--- src/rtl/mul_pkg.sv ---
// Shared types and constants for the EXE-stage multiply sequencing controller.
package mul_pkg;

    typedef enum logic [1:0] {
        IDLE,
        BUSY,
        DONE
    } mul_state_e;

    localparam logic [2:0] F3_MUL    = 3'b000;
    localparam logic [2:0] F3_MULH   = 3'b001;
    localparam logic [2:0] F3_MULHSU = 3'b010;
    localparam logic [2:0] F3_MULHU  = 3'b011;

    localparam int unsigned MUL_LATENCY = 2;

endpackage

--- src/rtl/mul_ctrl_if.sv ---
// Request (issue) and response (writeback) handshakes of the multiply controller.
interface mul_ctrl_if;

    logic        MC_req_valid;
    logic        MC_req_ready;
    logic [31:0] MC_opra;
    logic [31:0] MC_oprb;
    logic [2:0]  MC_funct3;
    logic [4:0]  MC_rd;
    logic        MC_resp_valid;
    logic        MC_resp_ready;
    logic [31:0] MC_result;
    logic [4:0]  MC_resp_rd;

    // master: issue/writeback side; slave: the controller
    modport master (
        output MC_req_valid, MC_opra, MC_oprb, MC_funct3, MC_rd, MC_resp_ready,
        input  MC_req_ready, MC_resp_valid, MC_result, MC_resp_rd
    );

    modport slave (
        input  MC_req_valid, MC_opra, MC_oprb, MC_funct3, MC_rd, MC_resp_ready,
        output MC_req_ready, MC_resp_valid, MC_result, MC_resp_rd
    );

endinterface

--- src/rtl/mul_ctrl.sv ---
// Holds operands on the combinational multiplier for LATENCY cycles, captures the
// product and returns it over a valid/ready handshake; supports flush and op counting.
module mul_ctrl
    import mul_pkg::*;
#(
    parameter int unsigned LATENCY = MUL_LATENCY,
    parameter int unsigned CNT_W   = 4
) (
    input  logic         clk,
    input  logic         rst_n,
    mul_ctrl_if.slave    mc,
    input  logic         MC_flush,
    output logic         MC_stall,
    output logic [31:0]  MC_op_count,
    output logic [31:0]  MUL_OPRA,
    output logic [31:0]  MUL_OPRB,
    output logic [2:0]   MUL_funct3,
    input  logic [31:0]  MUL_result
);

    if (LATENCY < 1 || LATENCY > 15 || (64'd1 << CNT_W) <= 64'(LATENCY)) begin : g_bad_param
        $error("mul_ctrl: LATENCY must be 1..15 and fit in CNT_W bits");
    end

    mul_state_e       state_q, state_d;
    logic [CNT_W-1:0] cnt_q, cnt_d;
    logic [31:0]      opra_q, oprb_q, result_q, op_count_q;
    logic [1:0]       f3_q;
    logic [4:0]       rd_q, resp_rd_q;
    logic             req_ready, load, capture, count_inc;
    logic             unused_f3;

    // funct3 bit 2 selects DIV/REM, never a multiply, so it is dropped
    assign unused_f3 = mc.MC_funct3[2];

    assign req_ready = !MC_flush &&
                       (state_q == IDLE || (state_q == DONE && mc.MC_resp_ready));

    always_comb begin
        state_d   = state_q;
        cnt_d     = cnt_q;
        load      = 1'b0;
        capture   = 1'b0;
        count_inc = 1'b0;
        if (MC_flush) begin
            state_d = IDLE;
        end else begin
            unique case (state_q)
                IDLE: begin
                    if (mc.MC_req_valid) begin
                        state_d = BUSY;
                        cnt_d   = CNT_W'(LATENCY - 1);
                        load    = 1'b1;
                    end
                end
                BUSY: begin
                    if (cnt_q != '0) begin
                        cnt_d = cnt_q - CNT_W'(1);
                    end else begin
                        capture = 1'b1;
                        state_d = DONE;
                    end
                end
                DONE: begin
                    if (mc.MC_resp_ready) begin
                        count_inc = 1'b1;
                        if (mc.MC_req_valid) begin
                            state_d = BUSY;
                            cnt_d   = CNT_W'(LATENCY - 1);
                            load    = 1'b1;
                        end else begin
                            state_d = IDLE;
                        end
                    end
                end
                default: state_d = IDLE;
            endcase
        end
    end

    always_ff @(posedge clk or negedge rst_n) begin
        if (!rst_n) begin
            state_q    <= IDLE;
            cnt_q      <= '0;
            opra_q     <= '0;
            oprb_q     <= '0;
            f3_q       <= '0;
            rd_q       <= '0;
            result_q   <= '0;
            resp_rd_q  <= '0;
            op_count_q <= '0;
        end else begin
            state_q <= state_d;
            cnt_q   <= cnt_d;
            if (load) begin
                opra_q <= mc.MC_opra;
                oprb_q <= mc.MC_oprb;
                f3_q   <= mc.MC_funct3[1:0];
                rd_q   <= mc.MC_rd;
            end
            if (capture) begin
                result_q  <= MUL_result;
                resp_rd_q <= rd_q;
            end
            if (count_inc) begin
                op_count_q <= op_count_q + 32'd1;
            end
        end
    end

    assign mc.MC_req_ready  = req_ready;
    assign mc.MC_resp_valid = (state_q == DONE);
    assign mc.MC_result     = result_q;
    assign mc.MC_resp_rd    = resp_rd_q;
    assign MC_stall         = mc.MC_req_valid && !req_ready;
    assign MC_op_count      = op_count_q;
    assign MUL_OPRA         = opra_q;
    assign MUL_OPRB         = oprb_q;
    assign MUL_funct3       = {1'b0, f3_q};

endmodule
--- src/flat_wrapper.sv ---
// flat-port wrapper written by rule: the top's interface ports become plain ports
module mul_ctrl_flat import mul_pkg::*;
#(
    parameter int unsigned LATENCY = MUL_LATENCY,
    parameter int unsigned CNT_W   = 4
)
  (clk, rst_n, MC_flush, MC_stall, MC_op_count, MUL_OPRA, MUL_OPRB, MUL_funct3, MUL_result, mc_MC_req_valid, mc_MC_opra, mc_MC_oprb, mc_MC_funct3, mc_MC_rd, mc_MC_resp_ready, mc_MC_req_ready, mc_MC_resp_valid, mc_MC_result, mc_MC_resp_rd);
  mul_ctrl_if mc_i ();
  input  logic clk;
  input  logic rst_n;
  input  logic MC_flush;
  output logic MC_stall;
  output logic [31:0] MC_op_count;
  output logic [31:0] MUL_OPRA;
  output logic [31:0] MUL_OPRB;
  output logic [2:0] MUL_funct3;
  input  logic [31:0] MUL_result;
  input wire logic [$bits(mc_i.MC_req_valid)-1:0] mc_MC_req_valid;
  input wire logic [$bits(mc_i.MC_opra)-1:0] mc_MC_opra;
  input wire logic [$bits(mc_i.MC_oprb)-1:0] mc_MC_oprb;
  input wire logic [$bits(mc_i.MC_funct3)-1:0] mc_MC_funct3;
  input wire logic [$bits(mc_i.MC_rd)-1:0] mc_MC_rd;
  input wire logic [$bits(mc_i.MC_resp_ready)-1:0] mc_MC_resp_ready;
  output wire logic [$bits(mc_i.MC_req_ready)-1:0] mc_MC_req_ready;
  output wire logic [$bits(mc_i.MC_resp_valid)-1:0] mc_MC_resp_valid;
  output wire logic [$bits(mc_i.MC_result)-1:0] mc_MC_result;
  output wire logic [$bits(mc_i.MC_resp_rd)-1:0] mc_MC_resp_rd;
  assign mc_i.MC_req_valid = mc_MC_req_valid;
  assign mc_i.MC_opra = mc_MC_opra;
  assign mc_i.MC_oprb = mc_MC_oprb;
  assign mc_i.MC_funct3 = mc_MC_funct3;
  assign mc_i.MC_rd = mc_MC_rd;
  assign mc_i.MC_resp_ready = mc_MC_resp_ready;
  assign mc_MC_req_ready = mc_i.MC_req_ready;
  assign mc_MC_resp_valid = mc_i.MC_resp_valid;
  assign mc_MC_result = mc_i.MC_result;
  assign mc_MC_resp_rd = mc_i.MC_resp_rd;
  mul_ctrl #(.LATENCY(LATENCY), .CNT_W(CNT_W)) u_core (.clk(clk), .rst_n(rst_n), .mc(mc_i), .MC_flush(MC_flush), .MC_stall(MC_stall), .MC_op_count(MC_op_count), .MUL_OPRA(MUL_OPRA), .MUL_OPRB(MUL_OPRB), .MUL_funct3(MUL_funct3), .MUL_result(MUL_result));
endmodule
--- config.mk ---
export PLATFORM = sky130hd
export DESIGN_NAME = mul_ctrl_flat
export DESIGN_NICKNAME = d
export VERILOG_FILES = /design/src/rtl/mul_pkg.sv /design/src/rtl/mul_ctrl_if.sv /design/src/rtl/mul_ctrl.sv /design/src/flat_wrapper.sv
export SDC_FILE = /design/constraint.sdc
export NUM_CORES = 1
export LEC_CHECK = 0
export ABC_AREA = 1
export BUFFER_PORTS_ARGS = -buffer_cell sky130_fd_sc_hd__buf_2
export CELL_PAD_IN_SITES_DETAIL_PLACEMENT = 1
export CELL_PAD_IN_SITES_GLOBAL_PLACEMENT = 1
export CORE_MARGIN = 10
export CORE_UTILIZATION = 36
export CTS_BUF_LIST = sky130_fd_sc_hd__clkbuf_8
export CTS_CLUSTER_SIZE = 16
export DETAILED_ROUTE_END_ITERATION = 10
export PLACE_DENSITY = 0.78
export SLEW_MARGIN = 5
export SYNTH_ARGS = -nofsm -noshare
export SYNTH_HDL_FRONTEND = slang
export SYNTH_SLANG_ARGS = --single-unit
--- constraint.sdc ---
create_clock -name clk -period 1.9 [get_ports clk]
set_input_delay 0.095 -clock clk [delete_from_list [all_inputs] [get_ports clk]]
set_output_delay 0.095 -clock clk [all_outputs]
set_load 0.005 [all_outputs]
==> flow_summary.ini, run 1 <==
[status]
outcome = complete, no violations

[floorplanning]
ios = 248
die_width_um = 150.7
die_area_mm2 = 0.02271
fp-row-count = 47
core_area_mm2 = 0.01664
start_util_pct = 36.96
die_h_um = 150.7

[route]
wl_per_cell_um = 19.79
first_iter_violations = 285
drc_errors = 0
vias_per_cell = 4.805
drt_wl_total_um = 24970
drtPass1Iterations = 4
ant_nets = 0
routed-via-count = 6064

[placement]
dp_hpwl_um = 15670
portBuffers = 245
globalplace.congestion = 0.7931
dp.cells = 1121

[setup_path]
path_buf_inv = 1
critPathSlowestCell = dfrtp_1
reg2reg_slack_ps = 250
crit_path_end_kind = register
cpMostUsedCell = nand3_1
cpPeakStageDelay_ps = 410
critPathArrivalTime_ps = 2010
path_delay_family = simple AND/OR/NAND/NOR gates
crit_path_max_fanout = 5
crit_type = register to register
crit_path_cell_trace = ha_1 > nand3_1 > nor2_1 > nand3_1 > nor2_1 > nand3_1 > nand2_1 > inv_1
worstPathRequired_ps = 2260
start_kind = register

[timing]
max_slew_margin_pct = 58.35
finalCritPeriodShare_pct = 87.05
fmax_ghz = 0.6046
rsz0062_at_grt = false
setup_viol = 0
final.setup.tns_ps = 0
max_slew.worst_pin.slew_ps = 624.7
hold_viol = 0
slew_violations = 0
period_minus_slack_ps = 1654
whs_ps = 153.2
clock_skew_ps = 12.52

[clocking]
clk-insertion-delay-late_ps = 460
clockRootBuffer = clkbuf_8
cts_max_level = 4
cts_buffer_depth = 2
tritoncts = yes
cts_buffers = 17
cts.sinks = 146
cts.clk_slew.worst_paths_ps = 80

[final_layout]
regArea_mm2 = 0.003654
layout.filler_cells = 1987
drive_gt1_share_pct = 32.31
nets = 1139
syn_to_final_growth_pct = 50.16
fin_cells = 1262
multi_input_area_mm2 = 0.002245

[synthesis]
async_flop_share_pct = 100.0
synth_top_cell_by_area = dfrtp_1
synth_nets = 775
synthTopCellsByArea = dfrtp_1, nand2_1, mux2_2
ys_ff_latch = 146
ys_seq_area_share_pct = 59.40
syn-mean-instance-area_um2 = 9.277
synth.distinct_cells = 27
ys_warn_count = 0
synth_ff_type = dfrtp_1
synthCells = 663
synth_top_area_share_pct = 59.40
ys_top_cells_by_count = nand2_1, dfrtp_1, nor2_1, inv_1, mux2_2
synth.most_common_cell = nand2_1
synth_edf_count = 0
netlist_area_mm2 = 0.006151

[grt]
grt_pass1_wl_um = 39120
overflow = 0
track_usage_pct = 22.23
antenna_found_initial = 2
grt_start_max_net_pins = 59
grt_pass1_vias = 7065

[pwr]
leakage_nw = 5.040
irDropWorstVdd_v = 0.0005879
power_density_mw_per_mm2 = 1142
power_w = 0.01055

[job]
drv_cap = 0

[hold_path]
min-delay-path-class = primary input to register
[worst register-to-register path, cell delays in order (launching register included)]
cell     delay, ps
dfrtp_1        410
ha_1           190
nand3_1        100
nor2_1         230
nand3_1        140
nor2_1         270
nand3_1        110
nand2_1         80
inv_1           40
[power by group]
part | internal [W] | total, W | switching [W] | leakage (nW)
registers | 0.00403 | 0.00463 | 0.000599 | 1.84
clock network | 0.00162 | 0.00293 | 0.00131 | 0.238
logic | 0.00143 | 0.00299 | 0.00156 | 2.96
total | 0.00708 | 0.0106 | 0.00347 | 5.04
[logic make-up (layout without fill, tap and decap cells)]
group	count (synthesis)	count (layout)	share of synthesized area (%)
buffers and inverters	60	437	4.150
and+or+nand+nor	388	388	25.59
adders and majority gates	3	3	0.6103
AOI/OAI and AO/OA	9	9	0.7526
other	1	3	0.06097
muxes	36	36	6.591
DFF	146	146	59.40
xor gates and xnor gates	20	20	2.848
[stage by stage]
stage | utilization (%) | setup slack (ps) | area [um2]
after global routing | 55.50 | 61.69 | 9236
after detailed placement | 46.19 | 217.9 | 7687
after floorplan | - | 407.1 | 6151
after CTS | 55.47 | 214.9 | 9231
after global placement | 46.19 | 262.2 | 7687
final | 55.50 | 246.1 | 9236
[timing repair]
action | 4_1_cts | 5_1_grt
setup buffers | 0 | 0
resized for setup | 0 | 0
hold endpoints to repair | 154 | 0
hold buffers | 107 | 0
[cell usage in the layout (no fill, tap or decap), drive strengths merged, types with 4 or more instances in the layout]
master and n:
buf 257, bufinv 5, clkbuf 18, clkinv 6, dfrtp 146, dlygate4sd3 107
inv 44, mux2 36, nand2 300, nand3 24, nand3b 4, nand4 6
nor2 49, nor3 4, o21ai 5, xnor2 6, xor2 14
[worst paths after layout]
| path | depth (start not counted) | to | startpoint |
|---|---|---|---|
| worst max-delay path | 8 | u_core.MC_op_count[30] | u_core.MC_op_count[1] |
| worst min-delay path | 3 | u_core.state_q[0] | mc_MC_req_valid |
| worst max register to register | 8 | u_core.MC_op_count[30] | u_core.MC_op_count[1] |
| worst min register to register | 2 | u_core.MUL_OPRB[4] | u_core.MUL_OPRB[4] |
| max in group asynchronous | 3 | u_core.MUL_OPRB[23] | rst_n |
| min in group asynchronous | 2 | u_core.MC_op_count[4] | rst_n |
[area by class of cell]
type,count,area share (%)
Antenna cell,2,0.05419
Multi-Input combinational cell,457,24.30
Clock inverter,14,2.438
Timing Repair Buffer,364,26.32
Clock buffer,18,2.682
Sequential cell,146,39.56
Inverter,41,1.666
Tap cell,220,2.980
[flip-flops by register name, indices dropped and copies added (netlist names)]
register	flops
u_core.MUL_OPRA	32
u_core.mc.MC_resp_rd	5
u_core.MC_op_count	32
u_core.MUL_OPRB	32
u_core.rd_q	5
u_core.mc.MC_result	32
u_core.state_q	2
u_core.f3_q	2
u_core.cnt_q	4
[routing by layer]
layer	up-vias	track usage [%]	wire, um
met5	-	0	0
met4	0	7.603	563
met3	44	8.824	2242
li1	2778	-	-
met2	230	38.73	12750
met1	3012	24.09	9419
No activity file was read; power rests on OpenSTA's default activity.
==> inputs of run 2 (changes only) <==
- CORE_UTILIZATION: 36 -> 39
- PLACE_DENSITY: 0.78 -> 0.84
- clock period: 1.9 -> 2.05 ns (I/O delays scaled with it)
==> run 2 against run 1 <==
First-iteration DRC count decreased by 8.8%; via count rose by 2.2%; flip-flop and latch count unchanged; sequential share of layout area about the same; final area about the same; die area shrank 6.7%; combinational power down 5%; critical endpoint is now u_core.MC_op_count[29]; total power shrank 4.4%; count of clock-buffer cells in the layout is 1 lower; critical path type unchanged; final cell count down 0.63%; maximum frequency shrank 6.5%.
==> flow_summary.ini, run 2 (synthesis gave the netlist of run 1 again) <==
[grt]
grt_start_max_net_pins = 68
grt_pass1_wl_um = 41720
overflow = 0
antenna_found_initial = 5
track_usage_pct = 25.00
grt_pass1_vias = 7291

[route]
drc_errors = 0
drtPass1Iterations = 4
ant_nets = 0
drt_wl_total_um = 27070
wl_per_cell_um = 21.59
first_iter_violations = 260
vias_per_cell = 4.943
routed-via-count = 6199

[pwr]
leakage_nw = 5.041
power_density_mw_per_mm2 = 1092
irDropWorstVdd_v = 0.0005456
power_w = 0.01009

[floorplanning]
die_h_um = 145.6
fp-row-count = 45
ios = 248
core_area_mm2 = 0.01531
die_width_um = 145.6
die_area_mm2 = 0.02120
start_util_pct = 40.16

[setup_path]
crit_path_end_kind = register
critPathArrivalTime_ps = 2160
ff2ff_path_depth = 9
crit_type = register to register
crit_path_end = u_core.MC_op_count[29]
worstPathRequired_ps = 2440
reg2reg_to = u_core.MC_op_count[29]
crit_path_max_fanout = 5
start_kind = register
critPathLaunch = u_core.state_q[0]
r2r_start = u_core.state_q[0]
reg2reg_slack_ps = 280

[final_layout]
stdcell_area_mm2 = 0.009240
final_common_cell = nand2_1
syn_to_final_growth_pct = 50.22
nets = 1137
mostFrequentLayoutCells = nand2_1, buf_2, dfrtp_1, dlygate4sd3_1, nor2_1
drive_gt1_share_pct = 32.11

[clocking]
cts.clk_slew.worst_paths_ps = 80
cts.sinks = 146
cts_buffers = 17
clk-insertion-delay-late_ps = 460
cts_buffer_depth = 2
cts_max_level = 4
clockRootBuffer = clkbuf_8
tritoncts = yes

[placement]
dp_hpwl_um = 15380
globalplace.congestion = 0.8294
placed_area_mm2 = 0.007669
portBuffers = 245

[timing]
slew_violations = 0
clock_skew_ps = 23.61
hold_viol = 0
max_slew.worst_pin.slew_ps = 609.1
fmax_ghz = 0.5655
finalCritPeriodShare_pct = 86.26
rsz0062_at_grt = false
period_minus_slack_ps = 1768
setup_viol = 0
final.setup.tns_ps = 0
max_slew_margin_pct = 59.40

[job]
drv_cap = 0

[status]
outcome = complete, no violations

[hold_path]
min-delay-path-class = primary input to register
==> run 2: cell types whose count changed in the layout (fill, tap and decap cells not counted), moves of 2 or more <==
cell	change
clkinv_4	-2
diode_2	+4
inv_6	-2
bufinv_16	+2
==> run 2: timing repair <==
item / CTS / global route
endpoints found under the hold margin: 163 / 0
resized for setup: 0 / 0
hold buffers: 106 / 0
setup buffers: 0 / 0
==> run 2: through the flow <==
step	util, %	hold WS [ps]	cells	setup WS [ps]
after floorplan	-	-193.1	663	557.1
after global placement	50.07	129.2	1111	423.3
after detailed placement	50.07	128.7	1111	286.6
after CTS	60.24	21.16	1248	264.2
after global routing	60.34	44.33	1254	81.59
final	60.34	45.07	1254	281.7
==> run 2: worst min-delay path by stage <==
stage	depth (start not counted)	slack [ps]	startpoint	to
floorplan	0	-190	rst_n	u_core.MC_op_count[0]
global placement	1	130	rst_n	u_core.MC_op_count[4]
detailed placement	1	130	rst_n	u_core.MC_op_count[5]
CTS	4	20	MC_flush	u_core.cnt_q[1]
global route	4	40	MC_flush	u_core.cnt_q[1]
finish	4	50	MC_flush	u_core.cnt_q[1]
==> run 2: per-layer routing <==
metal	global-route usage (%)	part of all wire, %	up-vias
met5	0	0	-
met4	13.70	4.8	0
met3	7.855	6.4	85
met2	45.11	53	258
met1	25.04	36	3079
li1	-	-	2777
==> run 2: area by class of cell <==
type	count	area (um2)
Tap cell	211	264.0
Multi-Input combinational cell	457	2245
Clock inverter	14	261.5
Inverter	41	153.9
Fill cell	1829	6075
Clock buffer	17	234.0
Sequential cell	146	3654
Antenna cell	6	15.01
Timing Repair Buffer	362	2414
==> run 2: worst max-delay path: stages (launching register included) <==
cell and delay [ps]:
dfrtp_1 430, inv_1 80, nand2_1 70, nor2_1 360, nand3_1 140, nor2_1 340, nand2_1 110, nand2_1 80
nand2_1 50, inv_1 50
==> run 2: power by group <==
group / total (W) / internal [W] / switching, W / leakage, nW
clock network: 0.00290 / 0.00169 / 0.00121 / 0.247
logic: 0.00285 / 0.00132 / 0.00153 / 2.95
registers: 0.00434 / 0.00374 / 0.000600 / 1.84
==> inputs of run 3 (changes only) <==
- BUFFER_PORTS_ARGS: -buffer_cell sky130_fd_sc_hd__buf_2 -> -buffer_cell sky130_fd_sc_hd__clkbuf_2
- SETUP_SLACK_MARGIN: not set -> 0.4
==> run 3 against run 2 <==
Die area unchanged; total power down 1.3%; final area increased by 2.1%; non-clock buffer count rose by 9; routed wire length decreased by 0.44%; clock power down 11%; first-iteration DRC count is 18% higher; sequential power is 0.9% higher; global-route usage shrank 0.41 points; maximum frequency up 8.1%; register-to-register slack gained 130 ps; largest cell class unchanged.
==> flow_summary.ini, run 3 (synthesis gave the netlist of run 1 again) <==
[setup_path]
ff2ff_path_depth = 8
reg2reg_slack_ps = 410
crit_path_end = u_core.MC_op_count[27]
crit_path_max_fanout = 9
crit_type = register to register
crit_path_end_kind = register
critPathLaunch = u_core.state_q[0]
r2r_start = u_core.state_q[0]
worstPathRequired_ps = 2400
reg2reg_to = u_core.MC_op_count[27]
critPathArrivalTime_ps = 1990
start_kind = register

[floorplanning]
die_area_mm2 = 0.02120
fp-row-count = 45
start_util_pct = 40.16
core_area_mm2 = 0.01531
die_width_um = 145.6
ios = 248
die_h_um = 145.6

[clocking]
cts_max_level = 4
cts.sinks = 146
clk-insertion-delay-late_ps = 470
cts.clk_slew.worst_paths_ps = 90
cts_buffers = 17
cts_buffer_depth = 2
tritoncts = yes
clockRootBuffer = clkbuf_8

[grt]
overflow = 0
antenna_found_initial = 5
grt_pass1_wl_um = 41230
grt_pass1_vias = 7172
grt_start_max_net_pins = 71
track_usage_pct = 24.59

[timing]
period_minus_slack_ps = 1636
hold_viol = 0
rsz0062_at_grt = true
slew_violations = 0
clock_skew_ps = 15.26
finalCritPeriodShare_pct = 79.81
final.setup.tns_ps = 0
setup_viol = 0
fmax_ghz = 0.6112

[route]
dr_wl_met3_um = 1794
wl_per_cell_um = 21.34
drtPass1Iterations = 6
vias_per_cell = 4.937
first_iter_violations = 306
met1Wirelength_um = 9943
drt_wl_total_um = 26950
route.top_layer_used = met4
wl_met2_um = 14140
drc_errors = 0
ant_nets = 0
routed-via-count = 6235

[status]
outcome = complete, no violations

[pwr]
power_density_mw_per_mm2 = 1056
leakage_nw = 5.134
irDropWorstVdd_v = 0.0005498

[final_layout]
final_core_util_pct = 61.59
nets = 1146
regArea_mm2 = 0.003654
multi_input_area_mm2 = 0.002310
final_common_cell = nand2_1
drive_gt1_share_pct = 34.29
mostFrequentLayoutCells = nand2_1, clkbuf_2, dfrtp_1, dlygate4sd3_1, inv_1
layout.filler_cells = 1812
syn_to_final_growth_pct = 53.36

[placement]
globalplace.congestion = 0.8039
portBuffers = 245
dp_hpwl_um = 15290

[job]
drv_cap = 0

[hold_path]
min-delay-path-class = primary input to register
==> run 3: how the worst min path moves through the flow <==
stage                         from  slack (ps)  cells after the start               endpoint
after global placement       rst_n          80                      1  u_core.MC_op_count[3]
after detailed placement     rst_n          80                      1  u_core.MC_op_count[3]
after global routing      MC_flush          60                      4        u_core.cnt_q[1]
after CTS                 MC_flush          10                      4        u_core.cnt_q[1]
after floorplan              rst_n        -190                      0  u_core.MC_op_count[0]
final                     MC_flush          50                      4        u_core.cnt_q[1]
==> run 3: final cells by class <==
class / instances / share of cell area, %
sequential: 146 / 38.73
tap: 211 / 2.799
clock inverter: 12 / 1.738
antenna: 5 / 0.1326
inverter: 41 / 1.658
timing repair buffer: 371 / 27.54
multi-input combinational: 457 / 24.49
clock buffer: 20 / 2.918
==> run 3: worst max-delay path, stage by stage, from the launching register on <==
cell	delay [ps]
dfrtp_1	430
nor2_2	210
nand2_4	140
nor2_4	170
nand3_4	120
nor2_4	200
nand2_1	100
nand2_1	70
nand2_1	70
==> run 3: repair_timing <==
item / 4_1_cts / 5_1_grt
buffers inserted: 1 / 5
hold endpoints to repair: 164 / 0
resized for setup: 2 / 29
cloned: 0 / 6
hold buffers: 105 / 0
pin swaps: 1 / 1
setup endpoints to repair: 39 / 67
==> run 3: routing by layer <==
metal	vias up	global-route usage [%]
met3	72	8.227
met4	0	11.88
li1	2803	-
met2	248	43.78
met1	3112	25.40
met5	-	0
==> run 3: stage by stage <==
step / hold WS, ps / setup slack [ps] / instances / cell area [um2] / power, W
after floorplan: -193.1 / 557.1 / 663 / 6151 / 0.005293
after global placement: 76.11 / 390.6 / 1109 / 7666 / 0.006629
after detailed placement: 76.92 / 367.0 / 1109 / 7666 / 0.006801
after CTS: 11.87 / 350.1 / 1247 / 9169 / 0.009509
after global routing: 60.09 / 307.4 / 1263 / 9433 / 0.01050
final: 49.31 / 413.9 / 1263 / 9433 / 0.009959
==> run 3: power by group <==
part	internal (W)	total (W)	leakage [nW]	switching (W)
sequential	0.00374	0.00438	1.84	0.000644
clock	0.00141	0.00258	0.225	0.00117
combinational	0.00144	0.00300	3.07	0.00156
